--- config.mk ---
export PLATFORM = sky130hd
export DESIGN_NAME = seg7_scan_capture
export DESIGN_NICKNAME = d
export VERILOG_FILES = /design/src/rtl/seg7_pkg.sv /design/src/rtl/seg7_pattern_decode.sv /design/src/rtl/seg7_scan_capture.sv
export SDC_FILE = /design/constraint.sdc
export NUM_CORES = 1
export LEC_CHECK = 0
export CAP_MARGIN = 20
export CORE_MARGIN = 2
export CORE_UTILIZATION = 32
export DETAILED_ROUTE_END_ITERATION = 8
export SLEW_MARGIN = 40
export SYNTH_ARGS = -nofsm -noshare
export SYNTH_HDL_FRONTEND = slang
export SYNTH_SLANG_ARGS = --single-unit
export TNS_END_PERCENT = 1
--- constraint.sdc ---
create_clock -name CLK -period 6.32 [get_ports CLK]
set_clock_uncertainty 0.15 [all_clocks]
set_input_delay 0.948 -clock CLK [delete_from_list [all_inputs] [get_ports CLK]]
set_output_delay 0.948 -clock CLK [all_outputs]
set_load 0.005 [all_outputs]
--- src/rtl/seg7_pkg.sv ---
// Package for the 7-segment scan capture slice.
// Holds the active-low segment patterns (DISP[6:0] = g..a) for the ten digits,
// the dash and the lit-but-empty pattern, the published code constants, and
// the frame-assembly state enum shared by the capture top.
package seg7_pkg;

    localparam logic [6:0] SEG_0    = 7'h40;
    localparam logic [6:0] SEG_1    = 7'h79;
    localparam logic [6:0] SEG_2    = 7'h24;
    localparam logic [6:0] SEG_3    = 7'h30;
    localparam logic [6:0] SEG_4    = 7'h19;
    localparam logic [6:0] SEG_5    = 7'h12;
    localparam logic [6:0] SEG_6    = 7'h02;
    localparam logic [6:0] SEG_7    = 7'h78;
    localparam logic [6:0] SEG_8    = 7'h00;
    localparam logic [6:0] SEG_9    = 7'h10;
    localparam logic [6:0] SEG_DASH = 7'h3F;
    localparam logic [6:0] SEG_OFF  = 7'h7F;

    localparam logic [3:0] CODE_DASH  = 4'hA;
    localparam logic [3:0] CODE_BAD   = 4'hE;
    localparam logic [3:0] CODE_BLANK = 4'hF;

    typedef enum logic [1:0] {
        IDLE    = 2'd0,
        COLLECT = 2'd1,
        PUBLISH = 2'd2
    } frame_state_t;

endpackage

--- src/rtl/seg7_pattern_decode.sv ---
// Combinational decode of an active-low 7-segment pattern back to a digit code.
// Ports:
//   SEG  in  7  segment pattern, active-low, bit 6 = g .. bit 0 = a
//   CODE out 4  0..9 for digits, A for dash, F for lit-but-empty, E otherwise
//   BAD  out 1  high when the pattern is not one of the recognised shapes
module seg7_pattern_decode
    import seg7_pkg::*;
(
    input  logic [6:0] SEG,
    output logic [3:0] CODE,
    output logic       BAD
);

    always_comb begin
        CODE = CODE_BAD;
        BAD  = 1'b0;
        case (SEG)
            SEG_0:    CODE = 4'h0;
            SEG_1:    CODE = 4'h1;
            SEG_2:    CODE = 4'h2;
            SEG_3:    CODE = 4'h3;
            SEG_4:    CODE = 4'h4;
            SEG_5:    CODE = 4'h5;
            SEG_6:    CODE = 4'h6;
            SEG_7:    CODE = 4'h7;
            SEG_8:    CODE = 4'h8;
            SEG_9:    CODE = 4'h9;
            SEG_DASH: CODE = CODE_DASH;
            SEG_OFF:  CODE = CODE_BLANK;
            default:  BAD  = 1'b1;
        endcase
    end

endmodule

--- src/rtl/seg7_scan_capture.sv ---
// Receive-side monitor for a 4-digit multiplexed 7-segment bus. Debounces each
// digit dwell, decodes it back to a code, assembles complete frames and
// publishes each frame with a one-cycle strobe.
// Ports:
//   CLK         in  1   system clock, rising edge
//   RST_N       in  1   synchronous active-low reset
//   AN          in  4   anode selects, active-low, AN[i]=0 selects slot i
//   DISP        in  8   segments, active-low, DISP[7]=dp, DISP[6:0]=g..a
//   DIGITS      out 16  published codes, slot i in [4i+3:4i]
//   DP          out 4   published decimal points, active-high
//   FRAME_VALID out 1   one-cycle pulse per publish
//   FRAME_ERR   out 1   published frame saw a bad pattern or multi-anode sample
//   STALE       out 1   no accepted dwell within TIMEOUT cycles
module seg7_scan_capture
    import seg7_pkg::*;
#(
    parameter int STABLE_CYCLES = 4,
    parameter int TIMEOUT       = 1000000
) (
    input  logic        CLK,
    input  logic        RST_N,
    input  logic [3:0]  AN,
    input  logic [7:0]  DISP,
    output logic [15:0] DIGITS,
    output logic [3:0]  DP,
    output logic        FRAME_VALID,
    output logic        FRAME_ERR,
    output logic        STALE
);

    localparam int SW = $clog2(STABLE_CYCLES + 1);
    localparam int TW = $clog2(TIMEOUT + 1);

    logic [3:0]    an_meta, an_s, prev_an;
    logic [7:0]    disp_meta, disp_s, prev_disp;
    logic [SW-1:0] stab_cnt;
    logic [TW-1:0] idle_cnt;

    logic [3:0]  slot_mask;
    logic        sample_valid, sample_idle, sample_illegal, same_sample;
    logic        accept, timeout_edge, slot_seen, err_now;
    logic [3:0]  dec_code;
    logic        dec_bad;

    logic [15:0] shadow_code;
    logic [3:0]  shadow_dp;
    logic [3:0]  seen;
    logic        err_flag;
    logic [15:0] pub_digits;

    frame_state_t state, next_state;
    logic         do_boundary, do_flush, publish;

    always_ff @(posedge CLK) begin
        if (!RST_N) begin
            an_meta   <= 4'hF;
            an_s      <= 4'hF;
            disp_meta <= 8'hFF;
            disp_s    <= 8'hFF;
            prev_an   <= 4'hF;
            prev_disp <= 8'hFF;
        end else begin
            an_meta   <= AN;
            an_s      <= an_meta;
            disp_meta <= DISP;
            disp_s    <= disp_meta;
            prev_an   <= an_s;
            prev_disp <= disp_s;
        end
    end

    // A valid sample has exactly one anode low; the inverted anodes then form
    // a one-hot slot mask, so no slot index is ever needed.
    assign slot_mask      = ~an_s;
    assign sample_idle    = (an_s == 4'hF);
    assign sample_valid   = !sample_idle && ((slot_mask & (slot_mask - 4'd1)) == 4'd0);
    assign sample_illegal = !sample_idle && !sample_valid;
    assign same_sample    = ({an_s, disp_s} == {prev_an, prev_disp});

    // Accept fires on the single cycle the counter steps onto STABLE_CYCLES-1;
    // the counter then saturates so a long dwell is not accepted twice.
    assign accept       = sample_valid && same_sample && (stab_cnt == SW'(STABLE_CYCLES - 2));
    assign timeout_edge = !accept && (idle_cnt == TW'(TIMEOUT - 1));
    assign slot_seen    = |(seen & slot_mask);

    always_ff @(posedge CLK) begin
        if (!RST_N) begin
            stab_cnt <= '0;
        end else if (sample_valid && same_sample) begin
            if (stab_cnt != SW'(STABLE_CYCLES - 1)) begin
                stab_cnt <= stab_cnt + SW'(1);
            end
        end else begin
            stab_cnt <= '0;
        end
    end

    seg7_pattern_decode u_decode (
        .SEG  (disp_s[6:0]),
        .CODE (dec_code),
        .BAD  (dec_bad)
    );

    assign err_now = sample_illegal || (accept && dec_bad);

    always_ff @(posedge CLK) begin
        if (!RST_N) begin
            idle_cnt <= '0;
            STALE    <= 1'b1;
        end else if (accept) begin
            idle_cnt <= '0;
            STALE    <= 1'b0;
        end else if (idle_cnt != TW'(TIMEOUT)) begin
            idle_cnt <= idle_cnt + TW'(1);
            if (timeout_edge) begin
                STALE <= 1'b1;
            end
        end
    end

    always_ff @(posedge CLK) begin
        if (!RST_N) begin
            state <= IDLE;
        end else begin
            state <= next_state;
        end
    end

    // A repeated slot closes the frame; the accept that caused it is kept in
    // the shadow as the first digit of the following frame.
    always_comb begin
        next_state  = state;
        do_boundary = 1'b0;
        do_flush    = 1'b0;
        case (state)
            IDLE: begin
                if (accept) begin
                    next_state = COLLECT;
                end
            end
            COLLECT: begin
                if (accept && slot_seen) begin
                    do_boundary = 1'b1;
                    next_state  = PUBLISH;
                end else if (timeout_edge) begin
                    do_flush   = 1'b1;
                    next_state = PUBLISH;
                end
            end
            PUBLISH: begin
                next_state = (accept || (seen != 4'd0)) ? COLLECT : IDLE;
            end
            default: next_state = IDLE;
        endcase
    end

    assign publish = do_boundary || do_flush;

    always_comb begin
        pub_digits = '0;
        for (int i = 0; i < 4; i++) begin
            pub_digits[4*i +: 4] = seen[i] ? shadow_code[4*i +: 4] : CODE_BLANK;
        end
    end

    always_ff @(posedge CLK) begin
        if (!RST_N) begin
            shadow_code <= 16'hFFFF;
            shadow_dp   <= 4'd0;
            seen        <= 4'd0;
            err_flag    <= 1'b0;
            DIGITS      <= 16'hFFFF;
            DP          <= 4'd0;
            FRAME_VALID <= 1'b0;
            FRAME_ERR   <= 1'b0;
        end else begin
            FRAME_VALID <= publish;
            // Errors seen on the publish cycle itself belong to the next frame.
            if (publish) begin
                DIGITS    <= pub_digits;
                DP        <= shadow_dp & seen;
                FRAME_ERR <= err_flag;
                err_flag  <= err_now;
            end else begin
                err_flag  <= err_flag || err_now;
            end

            if (do_flush) begin
                seen <= 4'd0;
            end else if (do_boundary) begin
                seen <= slot_mask;
            end else if (accept) begin
                seen <= seen | slot_mask;
            end

            for (int i = 0; i < 4; i++) begin
                if (accept && slot_mask[i]) begin
                    shadow_code[4*i +: 4] <= dec_code;
                    shadow_dp[i]          <= ~disp_s[7];
                end
            end
        end
    end

endmodule

==> flow_summary.ini <==
[status]
status = complete, no violations

[critical_path]
cp_slowest_cell = or4_1
crit_type = reg -> reg
r2r-end = idle_cnt[15]$_SDFFE_PP0P_
cpPeakStageDelay_ns = 0.87
reg2reg_depth = 6
path_max_fanout = 20
reg2reg_slack_ns = 3.04
crit_chain = maj3_1, a21oi_1, or4_1, nor3_1, nand2b_1, nor2_1
cp-start-kind = register
crit_arrival_ns = 3.34
required_ns = 6.38
rr_startpoint = an_s[3]$_SDFF_PN1_
end_kind = register

[synthesis]
synth_area_sq_mm = 0.00457
avgSynthCellArea_sq_um = 9.49
synth_cells = 482
synth_warnings = 0
ys_ff_latch = 109
synth_nets = 501
ys_seq_area_frac = 0.477
ys_types = 50

[sta]
setup_tns_ns = 0
relSlewSlack = 0.482
max_freq_ghz = 0.305
finalSetupViolCount = 0
final_hold_viol_count = 0
setup_ws_ns = 3.04
rsz0062_at_grt = false
drv_slew = 0
fin_crit_sh = 0.518
worstMarginPinSlew_ns = 0.776
period_minus_slack_ns = 3.28

[layout]
layout_common_cells = dfxtp_1, nand2b_1, nand2_1, clkdlybuf4s50_1, nor2_1
drive_gt1_frac = 0.0632
final_common_cell = dfxtp_1
fillers = 1392
nets = 521
num_antenna_cells = 0
multi_input_area_sq_mm = 0.00222
seqCellArea_sq_mm = 0.00218
synthToLayoutAreaGrowth_pct = 16.4

[floorplanning]
core.rowCount = 43
die_w_microns = 124
core_sq_mm = 0.0139
die_area_sq_mm = 0.0153
start_util = 0.328
die_y_microns = 124
io_pins = 37

[global_routing]
grt_start_max_net_pins = 91
grt_pass1_wl_microns = 15000
antenna_found_initial = 0
grt_overflow = 0
grt_usage = 0.125
grt_pass1_vias = 3011

[drt]
vias_per_cell = 4.73
wl_per_cell_microns = 12.7
dr_total_vias = 3245
dr.pass1.iters = 5
routed_wl_microns = 8740
drc = 0
drt_iter0_drc = 204
ant_nets = 0

[clocking]
path_clk_slew_ns = 0.07
cts.hold.buffers_added = 0
cts_setup_buffers = 0
clock-sinks = 109
root_buffer = clkbuf_16
ctsHtreeMaxLevel = 3
cts_buffer_depth = 2
numCtsBuffers = 9
post_cts_resized = 0
insertion_delay_ns = 0.36
tritoncts = built

[worst_hold_path]
hp-start = disp_meta[4]$_SDFF_PN1_
hold_depth = 1
worstHoldEndpoint = disp_s[4]$_SDFF_PN1_
hold_path.class = reg -> reg

[power]
max-vdd-ir-drop_v = 0.000119
power.density_mw_per_mm2 = 252
p_leak_nw = 1.94

[placement]
dpl.hpwl_microns = 5890
finalWeightedCongestion = 0.761
portBuffers = 36
pre_cts_slack_ns = 3.06

[run]
cap_violations = 0
## final cells by class
| type | instances | share of cell area |
|---|---|---|
| clock buffers | 11 | 0.0456 |
| multi-input cells | 338 | 0.417 |
| repair buffers | 38 | 0.0710 |
| inverters | 6 | 0.00423 |
| clock inverters | 4 | 0.0103 |
| flip-flops and latches | 109 | 0.410 |
| well taps | 180 | 0.0423 |
## metrics by stage
stage | instances | util | power, mW | hold WS [ns] | cell area [sq um]
after floorplan | 482 | - | 0.771 | 0.236 | 4570
after global placement | 670 | 0.360 | 0.786 | 0.241 | 5010
after detailed placement | 670 | 0.360 | 0.787 | 0.242 | 5010
after CTS | 685 | 0.381 | 1.36 | 0.257 | 5310
after global routing | 686 | 0.382 | 1.39 | 0.277 | 5320
final | 686 | 0.382 | 1.34 | 0.256 | 5320
## logic make-up after synthesis
kind of cell    share of synthesized area
compound gates                     0.0895
xor+xnor                           0.0594
mux                                0.0506
simple gates                        0.270
fa+ha+maj                          0.0159
flops                               0.477
buf+inv                            0.0378
## Yosys cell counts, drive strengths merged
cell type	instances	area, sq um
nand2	36	135
o41ai	1	8.76
nor3b	3	22.5
a2111o	1	11.3
or4b	1	10.0
a211oi	4	30.0
ha	5	62.6
o221ai	1	8.76
maj3	1	10.0
o22ai	1	6.26
nand3	16	80.1
o211ai	1	7.51
nor4b	2	17.5
o31a	2	17.5
o21ai	22	110
or3	3	23.8
nor4	7	104
nand4	6	37.5
and3	8	50.1
nand2b	54	338
nor2b	5	31.3
or3b	1	8.76
buf	10	78.8
clkbuf	19	71.3
and4	4	35.0
a21oi	24	120
xnor2	14	123
nor3	23	126
or4	2	15.0
mux2i	22	220
xor2	17	149
mux2	1	11.3
or2	3	18.8
inv	6	22.5
o2111ai	2	17.5
o31ai	1	21.3
o211a	5	50.1
nor2	35	148
and2	2	12.5
and3b	1	8.76
nor4bb	1	10.0
dfxtp	109	2180
## sequential cells by signal, indices dropped and copies added, names as in the netlist
| register | flops |
|---|---|
| shadow_code | 16 |
| err_flag | 1 |
| STALE | 1 |
| shadow_dp | 4 |
| FRAME_ERR | 1 |
| seen | 4 |
| prev_an | 4 |
| state | 2 |
| disp_meta | 8 |
| idle_cnt | 20 |
| an_s | 4 |
| DP | 4 |
| DIGITS | 16 |
| stab_cnt | 3 |
| prev_disp | 8 |
| an_meta | 4 |
| FRAME_VALID | 1 |
| disp_s | 8 |
## layer usage
layer  track usage  vias to the layer above  part of all wire
met5             0                        -                 0
met4        0.0426                        0             0.015
met3        0.0374                       10             0.044
met2         0.188                       53              0.43
met1         0.172                     1501              0.51
li1              -                     1681                 -
## worst max-delay path: cells and delay by family (launching register included)
| family | cells | cell delay (ns) |
|---|---|---|
| AOI/OAI and AO/OA | 1 | 0.08 |
| adders and majority gates | 1 | 0.23 |
| DFF | 1 | 0.48 |
| and+or+nand+nor | 4 | 2.21 |
## report_power, final
part           total [mW]  switching [mW]  internal, mW  leakage [nW]
registers           0.709          0.0116         0.698         0.887
clock network       0.570           0.251         0.319         0.143
logic              0.0619          0.0350        0.0269         0.912
## worst max-delay path by stage
stage                                           end  slack [ns]  cells after the start               start
after global placement     idle_cnt[1]$_SDFFE_PP0P_        3.21                      6  an_s[3]$_SDFF_PN1_
after floorplan                 err_flag$_SDFF_PN0_        3.82                      7  an_s[3]$_SDFF_PN1_
final                     idle_cnt[15]$_SDFFE_PP0P_        3.04                      6  an_s[3]$_SDFF_PN1_
after global routing       idle_cnt[2]$_SDFFE_PP0P_        2.83                      6  an_s[3]$_SDFF_PN1_
after detailed placement  idle_cnt[15]$_SDFFE_PP0P_        3.06                      6  an_s[3]$_SDFF_PN1_
after CTS                 idle_cnt[15]$_SDFFE_PP0P_        3.06                      6  an_s[3]$_SDFF_PN1_
(Power assumes the default switching activity.)
